## src/rtl/instruction_fetch.sv

```systemverilog
// Instruction fetch unit: one outstanding imem read, 2-entry instruction FIFO, redirect flush.
// Optional FETCH_MISALIGN_EXC_EN traps misaligned redirect targets instead of silently aligning them.
//
// state   | meaning
// FETCH   | may issue a read at pc
// WAIT    | read outstanding, its word will be pushed
// DISCARD | read outstanding, its word will be dropped
// TRAP    | halted on misaligned redirect target
module instruction_fetch #(
   parameter logic [31:0] RESET_PC = 32'h0000_0000
) (
   input  logic        clk,
   input  logic        reset,
   input  logic        redirect,
   input  logic [31:0] redirect_pc,
   output logic        imem_req,
   output logic [31:0] imem_addr,
   input  logic        imem_gnt,
   input  logic        imem_rvalid,
   input  logic [31:0] imem_rdata,
   output logic [31:0] inst,
   output logic [31:0] inst_pc,
   output logic        inst_valid,
   input  logic        inst_ready,
   output logic        exc_misaligned,
   output logic [31:0] exc_pc
);

   localparam logic [1:0]  ST_FETCH   = 2'd0;
   localparam logic [1:0]  ST_WAIT    = 2'd1;
   localparam logic [1:0]  ST_DISCARD = 2'd2;
   localparam logic [1:0]  ST_TRAP    = 2'd3;
   localparam logic [31:0] NOP        = 32'h0000_0013;

   logic [1:0]  state, state_nxt;
   logic [31:0] pc;
   logic [31:0] redirect_target;
   logic        redirect_mis;
   logic        trap_drop;
   logic        trap_drop_nxt;

   logic [31:0] fifo_inst [2];
   logic [31:0] fifo_pc   [2];
   logic        rd_ptr, wr_ptr;
   logic [1:0]  count;
   logic [31:0] last_inst, last_pc;
   logic        push, pop;

`ifdef FETCH_MISALIGN_EXC_EN
   assign redirect_mis    = redirect && (redirect_pc[1:0] != 2'b00);
   assign redirect_target = redirect_pc;
`else
   assign redirect_mis    = 1'b0;
   assign redirect_target = redirect_pc & ~32'h3;
`endif

   assign imem_req   = !reset && (state == ST_FETCH) && !redirect && (count < 2'd2);
   assign imem_addr  = pc;
   assign push       = (state == ST_WAIT) && imem_rvalid && !redirect;
   assign inst_valid = (count != 2'd0);
   assign pop        = inst_valid && inst_ready;
   assign inst       = inst_valid ? fifo_inst[rd_ptr] : last_inst;
   assign inst_pc    = inst_valid ? fifo_pc[rd_ptr]   : last_pc;

   always_comb begin
      state_nxt = state;
      if (redirect) begin
         case (state)
            ST_WAIT:    state_nxt = imem_rvalid ? ST_FETCH : ST_DISCARD;
            ST_DISCARD: state_nxt = imem_rvalid ? ST_FETCH : ST_DISCARD;
            // a read abandoned on the way into TRAP must still be swallowed after leaving it
            ST_TRAP:    state_nxt = (trap_drop && !imem_rvalid) ? ST_DISCARD : ST_FETCH;
            default:    state_nxt = ST_FETCH;
         endcase
         if (redirect_mis) state_nxt = ST_TRAP;
      end else begin
         case (state)
            ST_FETCH:   if (imem_req && imem_gnt) state_nxt = ST_WAIT;
            ST_WAIT:    if (imem_rvalid) state_nxt = ST_FETCH;
            ST_DISCARD: if (imem_rvalid) state_nxt = ST_FETCH;
            default:    state_nxt = state;
         endcase
      end
   end

   always_comb begin
      trap_drop_nxt = 1'b0;
      if (state_nxt == ST_TRAP && !imem_rvalid) begin
         trap_drop_nxt = (state == ST_WAIT) || (state == ST_DISCARD) ||
                         ((state == ST_TRAP) && trap_drop);
      end
   end

   always_ff @(posedge clk) begin
      if (reset) begin
         state     <= ST_FETCH;
         pc        <= RESET_PC;
         trap_drop <= 1'b0;
         rd_ptr    <= 1'b0;
         wr_ptr    <= 1'b0;
         count     <= 2'd0;
         last_inst <= NOP;
         last_pc   <= 32'h0;
      end else begin
         state     <= state_nxt;
         trap_drop <= trap_drop_nxt;
         if (redirect)
            pc <= redirect_target;
         else if (imem_req && imem_gnt)
            pc <= pc + 32'd4;
         if (pop) begin
            last_inst <= fifo_inst[rd_ptr];
            last_pc   <= fifo_pc[rd_ptr];
         end
         if (redirect) begin
            rd_ptr <= 1'b0;
            wr_ptr <= 1'b0;
            count  <= 2'd0;
         end else begin
            if (push) wr_ptr <= ~wr_ptr;
            if (pop)  rd_ptr <= ~rd_ptr;
            count <= count + {1'b0, push} - {1'b0, pop};
         end
      end
   end

   // pc has already advanced past the granted word when its data returns
   always_ff @(posedge clk) begin
      if (push) begin
         fifo_inst[wr_ptr] <= imem_rdata;
         fifo_pc[wr_ptr]   <= pc - 32'd4;
      end
   end

`ifdef FETCH_MISALIGN_EXC_EN
   logic        exc_mis_q;
   logic [31:0] exc_pc_q;

   always_ff @(posedge clk) begin
      if (reset) begin
         exc_mis_q <= 1'b0;
         exc_pc_q  <= 32'h0;
      end else if (redirect) begin
         exc_mis_q <= redirect_mis;
         exc_pc_q  <= redirect_mis ? redirect_pc : 32'h0;
      end
   end

   assign exc_misaligned = exc_mis_q;
   assign exc_pc         = exc_pc_q;
`else
   assign exc_misaligned = 1'b0;
   assign exc_pc         = 32'h0;
`endif

endmodule
```

## config.mk

```make
export PLATFORM = sky130hd
export DESIGN_NAME = instruction_fetch
export DESIGN_NICKNAME = d
export VERILOG_FILES = /design/src/rtl/instruction_fetch.sv
export SDC_FILE = /design/constraint.sdc
export NUM_CORES = 1
export LEC_CHECK = 0
export ABC_AREA = 1
export CAP_MARGIN = 40
export CELL_PAD_IN_SITES_DETAIL_PLACEMENT = 2
export CELL_PAD_IN_SITES_GLOBAL_PLACEMENT = 2
export CORE_MARGIN = 1.5
export CORE_UTILIZATION = 39
export CTS_CLUSTER_DIAMETER = 150
export DETAILED_ROUTE_END_ITERATION = 8
export DONT_BUFFER_PORTS = 1
export PLACE_DENSITY_LB_ADDON = 0.1
export SYNTH_ARGS = -nofsm -noshare
export SYNTH_HDL_FRONTEND = slang
export SYNTH_SLANG_ARGS = --single-unit
```

## constraint.sdc

```tcl
create_clock -name clk -period 5.2 [get_ports clk]
set_input_delay 0.52 -clock clk [delete_from_list [all_inputs] [get_ports clk]]
set_output_delay 0.52 -clock clk [all_outputs]
set_load 0.02 [all_outputs]
```

==> reports/results.txt, run 1 <==
final clock skew = 0.01919 ns
Rows = 61
core area = 0.02778 sq mm
Hold Vio Cnt, Final = 0
IO buf count = 0
Seq/Total Area, Yosys = 51.94%
clock tree buffer depth = 3
RSZ-0062 raised after global routing = false
Int Power = 3.074 mW
Synth Instances = 1175
DP HPWL = 21.28 mm
Syn. warnings = 0
CTS Hold Buffers Added = 0
clk slew on worst S/H paths = 0.06 ns
Area Growth Syn to Fin = 9.274%
Fill cells = 3033
switching power = 0.9705 mW
Comb pwr share = 5.7%
syn_area_per_cell = 9.381 sq um
Flop pwr share = 48.4%
drt initial violations = 460
GRT Util Overall = 21.10%
Power Dens Cells = 335.8 mW/mm^2
CP Capture Type = output pin
Max Freq = 335.9 MHz
Clk pwr share = 45.9%
Initial Util = 39.68%
Max Cap Violations = 0
pin count of the biggest net entering global routing = 94
remaining global-route overflow = 0
Req. time, crit path = 4.68 ns
TritonCTS clock tree = yes
endpoints failing setup = 0
Die Wd = 171.1 um
cell depth of the worst hold path = 1
Synth async-reset ratio = 0%
Final nets = 1230
WL/cell = 19.87 um
final WL = 30.80 mm
first-pass GRT wire length = 47.80 mm
Pwr Total = 4.044 mW
Max IR drop VDD = 0.0002370 V
Setup Buffers After CTS = 0
Startpoint Class = flip-flop
DR vias = 7967
Mapped Area = 0.01102 sq mm
Tcrit/Tclk final = 57.25%
CP Data Arrival Time = 2.46 ns
vias per cell = 5.140
Post-synth EDFFs = 124
Least-Margin Pin Slew = 0.9182 ns
H-tree Lvls = 1
initial antenna violation count = 0
worst-path fanout max = 44
antenna-violating nets left = 0
layout cell share with drive strength beyond 1 = 11.86%
# IOs = 201
PostCTS Resize Cnt = 0
post-layout instance area = 0.01205 sq mm
crit path kind = flip-flop to output pin
Skew-Pair Late Insertion Delay = 0.53 ns
FF-to-FF Start = count[1]$_SDFF_PP0_
ANT cells = 0
Slew Limit Fails = 0
DRC viols = 0
placer's final routability congestion estimate = 0.8155
outcome = complete, no violations
Setup TNS = 0 ns
FF-to-FF path depth = 7
Met2 Routed Length = 14.97 mm
hold_ws = 0.06566 ns
post-route minimum period = 2.977 ns
vias in the first global route = 8430
WL met1 = 13.75 mm
HP Class = primary input to flip-flop
DR WL met3 = 1.752 mm
root buf cell = clkbuf_16
Yosys cell types = 40
Main synth FF type = edfxtp_1
total CTS buffers = 27
Max Used Layer = met4
Die H = 171.1 um
placed instance area = 0.01117 sq mm
switching share of power = 24.00%
Yosys reg bits = 224
CTS sink count = 224
HP Start = reset
drt first pass iters = 4
Leakage = 4.080 nW
die area = 0.02928 sq mm
relative slew slack = 38.14%
-- power groups by stage --
| stage | combinational [mW] | sequential, mW | clock (mW) |
|---|---|---|---|
| 5_1_grt | 0.259 | 1.96 | 1.99 |
| 3_5_place_dp | 0.231 | 2.00 | 0 |
| 2_1_floorplan | 0.225 | 1.97 | 0 |
| 4_1_cts | 0.233 | 1.96 | 1.92 |
| 3_3_place_gp | 0.222 | 2.00 | 0 |
| 6_report | 0.231 | 1.96 | 1.85 |
-- metal layers --
metal  track usage, %  vias to the layer above
li1                 -                     3819
met1            27.20                     3976
met2            36.90                      149
met3            4.349                       23
met4            3.471                        0
met5                0                        -
-- cell usage in the layout, fill, tap and decap left out, types with 9 or more instances in the layout --
master,netlist,routed
conb_1,1,37
clkbuf_16,0,27
a211oi_1,9,9
nor2_4,7,9
nor2_1,153,151
nand3_1,36,36
inv_1,69,69
a21oi_1,37,37
mux2i_1,59,59
edfxtp_1,124,124
xor2_1,27,27
dfxtp_1,100,99
nand2_1,256,256
ha_1,9,9
o21ai_0,86,86
a211oi_2,50,50
-- path summary, 6_finish.rpt --
| kind | to | slack [ns] |
|---|---|---|
| max | inst_pc[10] | 2.22 |
| min | last_inst[6]$_SDFFE_PP0P_ | 0.07 |
| max reg2reg | last_pc[30]$_SDFFE_PP0P_ | 2.46 |
| min reg2reg | flip-flop | 0.46 |
-- kinds of logic after synthesis --
| kind of cell | synth area share (%) |
|---|---|
| buffers and inverters | 8.150 |
| other | 0.03402 |
| adder cells (fa/ha/maj) | 1.022 |
| AO/OA/AOI/OAI | 12.64 |
| flip-flops | 51.94 |
| XOR/XNOR | 2.384 |
| AND/OR/NAND/NOR | 18.16 |
| multiplexers | 5.664 |
-- Yosys cell counts (6+ instances only) --
master    number  area share (%)
nor2_4         7            0.72
a21oi_1       37             1.7
buf_6          7            0.72
buf_4         42             2.9
edfxtp_1     124              34
o21ai_0       86             3.9
nor2_1       153             5.2
nand2_1      256             8.7
dfxtp_1      100              18
buf_1          6            0.20
xor2_1        27             2.1
ha_1           9             1.0
nand3_1       36             1.6
mux2i_1       59             5.4
clkbuf_1      18            0.61
nor2_2         8            0.45
buf_2         26             1.2
inv_1         69             2.3
a211oi_1       9            0.61
a211oi_2      50             5.7
a31oi_1        6            0.34
-- per-stage QoR --
stage / util (%) / setup WS (ns) / std cells
6_report: 43.36 / 2.223 / 1550
5_1_grt: 43.36 / 2.062 / 1550
4_1_cts: 43.36 / 2.158 / 1550
3_5_place_dp: 40.20 / 2.439 / 1500
3_3_place_gp: 39.85 / 2.465 / 1494
2_1_floorplan: - / 1.157 / 1211
-- flip-flops by register name, indices dropped and copies added, names as in the netlist, named ones only --
| name | count |
|---|---|
| fifo_inst | 64 |
| last_inst | 32 |
| count | 2 |
| fifo_pc | 60 |
| trap_drop | 1 |
| wr_ptr | 1 |
| last_pc | 30 |
| rd_ptr | 1 |
| imem_addr | 30 |
| state | 2 |
-- worst max-delay path: stages, from the launching register on --
cell	delay, ns
dfxtp_4	0.40
buf_16	0.30
buf_4	0.37
mux2i_1	0.16
o21ai_0	0.66
-- cell type report --
| class | instances | area (sq um) | share of cell area (%) |
|---|---|---|---|
| tap | 378 | 473.0 | 3.926 |
| sequential | 224 | 5729 | 47.56 |
| clock buffer | 39 | 760.7 | 6.316 |
| timing repair buffer | 11 | 135.1 | 1.122 |
| clock inverter | 11 | 116.4 | 0.9660 |
| multi-input combinational | 813 | 4549 | 37.77 |
| inverter | 74 | 281.5 | 2.337 |
Note: power is estimated with default switching activity, not from simulation.
==> run 2, diff against run 1 <==
==> constraint.sdc (replaced) <==
create_clock -name clk -period 3.05 [get_ports clk]
set_input_delay 0.305 -clock clk [delete_from_list [all_inputs] [get_ports clk]]
set_output_delay 0.305 -clock clk [all_outputs]
set_load 0.02 [all_outputs]
==> reports/results.txt, run 2 (synthesis gave the netlist of run 1 again) <==
clock tree buffer depth = 3 (unchanged)
CP Data Arrival Time = 2.27 ns (was 2.46 ns)
DRC viols = 0 (unchanged)
DP HPWL = 22.25 mm (was 21.28 mm)
layout cell share with drive strength beyond 1 = 13.16% (was 11.86%)
relative slew slack = 41.14% (was 38.14%)
Setup Buffers After CTS = 0 (unchanged)
Die H = 171.1 um (unchanged)
GRT Util Overall = 22.59% (was 21.10%)
Cells after DPL = 1524 (was 1500)
Slew Limit Fails = 0 (unchanged)
die area = 0.02928 sq mm (unchanged)
ANT cells = 0 (unchanged)
DR vias = 8342 (was 7967)
commonest cells after routing, fill and taps aside = 256 x nand2_1, 151 x nor2_1, 124 x edfxtp_1, 99 x dfxtp_1, 86 x o21ai_0 (unchanged)
root buf cell = clkbuf_16 (unchanged)
slowest CP cell = dfxtp_4 (was o21ai_0)
HP Class = primary input to flip-flop (unchanged)
drt initial violations = 483 (was 460)
CP peak stage delay = 0.66 ns (about the same)
Setup TNS = 0 ns (unchanged)
core area = 0.02778 sq mm (unchanged)
CP Capture Type = output pin (unchanged)
flip-flop count of the largest register after layout = 64 (unchanged)
IO buf count = 0 (unchanged)
RSZ-0062 raised after global routing = false (unchanged)
outcome = complete, no violations (unchanged)
CTS sink count = 224 (unchanged)
Die Wd = 171.1 um (unchanged)
final clock skew = 0.02291 ns (was 0.01919 ns)
Max Cap Violations = 0 (unchanged)
TritonCTS clock tree = yes (unchanged)
Non-Filler Instances = 1617 (was 1550)
vias per cell = 5.159 (was 5.140)
worst-path cell chain = buf_4, mux2i_1, o21ai_0, buf_4 (was buf_16, buf_4, mux2i_1, o21ai_0)
Req. time, crit path = 2.74 ns (was 4.68 ns)
total CTS buffers = 27 (unchanged)
cell depth of the worst hold path = 4 (was 1)
# IOs = 201 (unchanged)
HP Start = redirect_pc[18] (was reset)
most common cell after layout, fill and taps aside = nand2_1 (unchanged)
Power Dens Cells = 559.0 mW/mm^2 (was 335.8 mW/mm^2)
Rows = 61 (unchanged)
endpoints failing setup = 0 (unchanged)
Leakage = 4.417 nW (was 4.080 nW)
Largest regs = fifo_inst (64), fifo_pc (60), last_inst (32) (unchanged)
H-tree Lvls = 1 (unchanged)
Largest Register = fifo_inst (unchanged)
remaining global-route overflow = 0 (unchanged)
antenna-violating nets left = 0 (unchanged)
Hold Path End = imem_addr[18]$_SDFFE_PP0P_ (was last_inst[6]$_SDFFE_PP0P_)
Max Freq = 388.4 MHz
Pwr Total = 7.116 mW (was 4.044 mW)
Initial Util = 39.68% (unchanged)
Reg-to-Reg End = imem_addr[8]$_SDFFE_PP0P_ (was last_pc[30]$_SDFFE_PP0P_)
FF-to-FF path depth = 9 (was 7)
most used cell, CP = buf_4
Util after Layout = 45.82% (was 43.36%)
drt first pass iters = 4 (unchanged)
worst-path fanout max = 24 (was 44)
Tcrit/Tclk final = 84.43%
Least-Margin Pin Slew = 0.8737 ns (was 0.9182 ns)
initial antenna violation count = 0 (unchanged)
R2R setup slack = 0.72 ns (was 2.46 ns)
FF-to-FF Start = state[0]$_SDFF_PP0_ (was count[1]$_SDFF_PP0_)
worst slack, placed = 0.7524 ns (was 2.439 ns)
Skew-Pair Late Insertion Delay = 0.55 ns (was 0.53 ns)
final WL = 33.31 mm (was 30.80 mm)
first-pass GRT wire length = 50.58 mm (was 47.80 mm)
Final WS setup = 0.4750 ns (was 2.223 ns)
placer's final routability congestion estimate = 0.8071 (was 0.8155)
vias in the first global route = 8969 (was 8430)
Hold Vio Cnt, Final = 0 (unchanged)
Area Growth Syn to Fin = 15.48% (was 9.274%)
Max IR drop VDD = 0.0004152 V (was 0.0002370 V)
crit path kind = flip-flop to output pin (unchanged)
WL/cell = 20.60 um (was 19.87 um)
Final nets = 1297 (was 1230)
pin count of the biggest net entering global routing = 123 (was 94)
clk slew on worst S/H paths = 0.06 ns (about the same)
Startpoint Class = flip-flop (unchanged)
post-route minimum period = 2.575 ns
## run 2: cell count changes in the layout (fill, tap and decap cells not counted), sizes merged
cell | previous run | this run
buf | 11 | 36
clkinv | 7 | 6
clkinvlp | 2 | 0
clkbuf | 39 | 41
bufinv | 2 | 3
dlygate4sd3 | 0 | 42
## run 2: routing by layer
layer / global-route usage [%] / share of wire, % / vias to the layer above
met3: 3.724 / 4.3 / 42
met4: 5.301 / 1.8 / 0
met1: 28.51 / 44 / 4180
li1: - / - / 3955
met5: 0 / 0 / -
met2: 40.23 / 50 / 165
## run 2: worst max-delay path by stage
| stage | from | end | slack (ns) | cells past startpoint |
|---|---|---|---|---|
| 2_1_floorplan | redirect | fifo_inst[0][0]$_DFFE_PP_ | -0.78 | 4 |
| 3_3_place_gp | state[0]$_SDFF_PP0_ | imem_addr[8]$_SDFFE_PP0P_ | 0.84 | 9 |
| 3_5_place_dp | state[0]$_SDFF_PP0_ | imem_addr[8]$_SDFFE_PP0P_ | 0.75 | 9 |
| 4_1_cts | flip-flop | inst_pc[25] | 0.43 | 4 |
| 5_1_grt | flip-flop | inst_pc[10] | 0.37 | 3 |
| 6_report | flip-flop | inst_pc[25] | 0.48 | 4 |
## run 2: through the flow
step / cell area [sq um] / hold slack (ns)
floorplan: 11160 / 0.4039
global placement: 11370 / 0.3932
detailed placement: 11370 / 0.3984
CTS: 12730 / 0.002140
global route: 12730 / 0.02623
finish: 12730 / 0.01557
## run 2: cell type report
| cell class | instances | area, sq um |
|---|---|---|
| Clock buffer | 41 | 768.2 |
| Clock inverter | 9 | 142.6 |
| Fill cell | 3068 | 15050 |
| Inverter | 74 | 281.5 |
| Multi-Input combinational cell | 813 | 4549 |
| Sequential cell | 224 | 5729 |
| Tap cell | 378 | 473.0 |
| Timing Repair Buffer | 78 | 785.8 |
## run 2: timing repair
action / CTS / global route
hold buffers: 43 / 0
endpoints found under the hold margin: 164 / 0
endpoints found under the setup margin: 0 / 0
gates resized for setup: 0 / 0
## run 2: power by group
part           internal, mW  switching [mW]
registers              3.23           0.106
clock network          2.00            1.29
logic                 0.147           0.342
## run 2: critical path: cells and delay by family (launching register included)
kind,cells,cell delay [ns]
compound gates,1,0.17
buf+inv,2,0.51
mux,1,0.35
flops,1,0.66
==> run 3, diff against run 2 <==
==> constraint.sdc (replaced) <==
create_clock -name clk -period 2.42 [get_ports clk]
set_input_delay 0.242 -clock clk [delete_from_list [all_inputs] [get_ports clk]]
set_output_delay 0.242 -clock clk [all_outputs]
set_load 0.02 [all_outputs]
==> reports/results.txt, run 3 (synthesis gave the netlist of run 1 again) <==
Req. time, crit path = 2.18 ns (was 2.74 ns)
crit path kind = flip-flop to output pin (unchanged)
Largest regs = fifo_inst (64), fifo_pc (60), last_inst (32) (unchanged)
flip-flop count of the largest register after layout = 64 (unchanged)
layout cell share with drive strength beyond 1 = 16.67% (was 13.16%)
Skew-Pair Late Insertion Delay = 0.54 ns (was 0.55 ns)
final clock skew = 0.01042 ns (was 0.02291 ns)
CP Capture Type = output pin (unchanged)
WL/cell = 21.65 um (was 20.60 um)
DR vias = 8721 (was 8342)
DP HPWL = 22.45 mm (was 22.25 mm)
Least-Margin Pin Slew = 0.8014 ns (was 0.8737 ns)
clock tree buffer depth = 3 (unchanged)
Fill cells = 3008 (was 3068)
RSZ-0062 raised after global routing = true (was false)
Max IR drop VDD = 0.0004554 V (was 0.0004152 V)
post-route minimum period = 2.311 ns
root buf cell = clkbuf_16 (unchanged)
die area = 0.02928 sq mm (unchanged)
vias per cell = 5.166 (was 5.159)
antenna-violating nets left = 0 (unchanged)
vias in the first global route = 9545 (was 8969)
worst-path fanout max = 121 (was 24)
endpoints failing setup = 0 (unchanged)
first-pass GRT wire length = 54.68 mm (was 50.58 mm)
Die Wd = 171.1 um (unchanged)
TritonCTS clock tree = yes (unchanged)
Cells after DPL = 1553 (was 1524)
CTS sink count = 224 (unchanged)
Initial Util = 39.68% (unchanged)
GRT Util Overall = 24.50% (was 22.59%)
Die H = 171.1 um (unchanged)
initial antenna violation count = 2 (was 0)
total CTS buffers = 26 (was 27)
Max Freq = 432.7 MHz
Hold Vio Cnt, Final = 1 (was 0)
hold_ws = -0.01423 ns (was 0.01557 ns)
CP Data Arrival Time = 2.07 ns (was 2.27 ns)
H-tree Lvls = 1 (unchanged)
DRC viols = 0 (unchanged)
Tcrit/Tclk final = 95.50%
HP Class = primary input to flip-flop (unchanged)
relative slew slack = 46.57% (was 41.14%)
Rows = 61 (unchanged)
Final nets = 1367 (was 1297)
IO buf count = 0 (unchanged)
Slew Limit Fails = 0 (unchanged)
most common cell after layout, fill and taps aside = nand2_1 (unchanged)
final WL = 36.54 mm (was 33.31 mm)
outcome = complete, but fails checks (was complete, no violations)
Startpoint Class = flip-flop (unchanged)
drt initial violations = 360 (was 483)
# IOs = 201 (unchanged)
core area = 0.02778 sq mm (unchanged)
placer's final routability congestion estimate = 0.8346 (was 0.8071)
Largest Register = fifo_inst (unchanged)
remaining global-route overflow = 0 (unchanged)
Setup TNS = 0 ns (unchanged)
drt first pass iters = 4 (unchanged)
Area Growth Syn to Fin = 21.26% (was 15.48%)
Leakage = 4.771 nW (was 4.417 nW)
Max Cap Violations = 0 (unchanged)
Power Dens Cells = 655.5 mW/mm^2 (was 559.0 mW/mm^2)
failing checks = negative hold slack
pin count of the biggest net entering global routing = 125 (was 123)
clk slew on worst S/H paths = 0.06 ns (about the same)
commonest cells after routing, fill and taps aside = 256 x nand2_1, 150 x nor2_1, 124 x edfxtp_1, 84 x o21ai_0, 80 x dfxtp_1 (was 256 x nand2_1, 151 x nor2_1, 124 x edfxtp_1, 99 x dfxtp_1, 86 x o21ai_0)
Non-Filler Instances = 1688 (was 1617)
==> run 3: worst paths after layout <==
check	slack, ns	end	from	cells past startpoint
hold reg to reg	0.50	last_inst[1]$_SDFFE_PP1P_	last_inst[1]$_SDFFE_PP1P_	2
hold / removal	-0.01	imem_addr[13]$_SDFFE_PP0P_	redirect	4
setup reg to reg	0.13	imem_addr[2]$_SDFFE_PP0P_	state[0]$_SDFF_PP0_	10
setup / recovery	0.11	inst_pc[7]	count[1]$_SDFF_PP0_	4
==> run 3: metrics by stage <==
step | instance area, sq um | util [%] | hold slack, ns | total power [mW] | setup slack (ns)
2_1_floorplan | 11160 | - | 0.3409 | 4.712 | -0.3545
3_3_place_gp | 11590 | 41.71 | 0.3238 | 4.783 | 0.4192
3_5_place_dp | 11590 | 41.71 | 0.3277 | 4.805 | 0.3237
4_1_cts | 13240 | 47.65 | 0.0004673 | 8.828 | 0.005563
5_1_grt | 13370 | 48.11 | 0.01581 | 9.049 | -0.02821
6_report | 13370 | 48.11 | -0.01423 | 8.762 | 0.1089
==> run 3: per-layer routing <==
metal,vias to the layer above,global-route usage [%],share of wire [%]
met5,-,0,0
li1,4109,-,-
met2,170,44.49,51
met4,0,5.378,1.5
met1,4405,30.44,43
met3,37,3.863,4.2
==> run 3: report_power, final <==
part / switching [mW] / leakage (nW) / internal [mW]
logic: 0.452 / 2.41 / 0.233
clock network: 1.63 / 0.417 / 2.24
registers: 0.127 / 1.94 / 4.08
total: 2.21 / 4.77 / 6.55
==> run 3: critical path: stages, from the launching register on <==
cell and delay [ns]:
dfxtp_1 0.47, nor2_4 0.08, buf_16 0.22, o21ai_0 0.42, buf_4 0.21
==> run 3: cell type report <==
| cell class | instances | area, sq um | area share, % |
|---|---|---|---|
| flip-flops and latches | 224 | 5753 | 43.04 |
| multi-input cells | 813 | 4552 | 34.05 |
| repair buffers | 149 | 1469 | 10.99 |
| clock buffers | 30 | 685.7 | 5.130 |
| well taps | 378 | 473.0 | 3.538 |
| inverters | 74 | 281.5 | 2.106 |
| clock inverters | 18 | 147.6 | 1.105 |
| diodes | 2 | 5.005 | 0.03744 |
==> run 3: repair_timing <==
action / CTS / global route
endpoints found under the setup margin: 1 / 11
buffers inserted: 1 / 3
pin swaps: 0 / 1
gates resized for setup: 0 / 27
cloned: 0 / 2
endpoints found under the hold margin: 164 / 0
hold buffers: 79 / 0
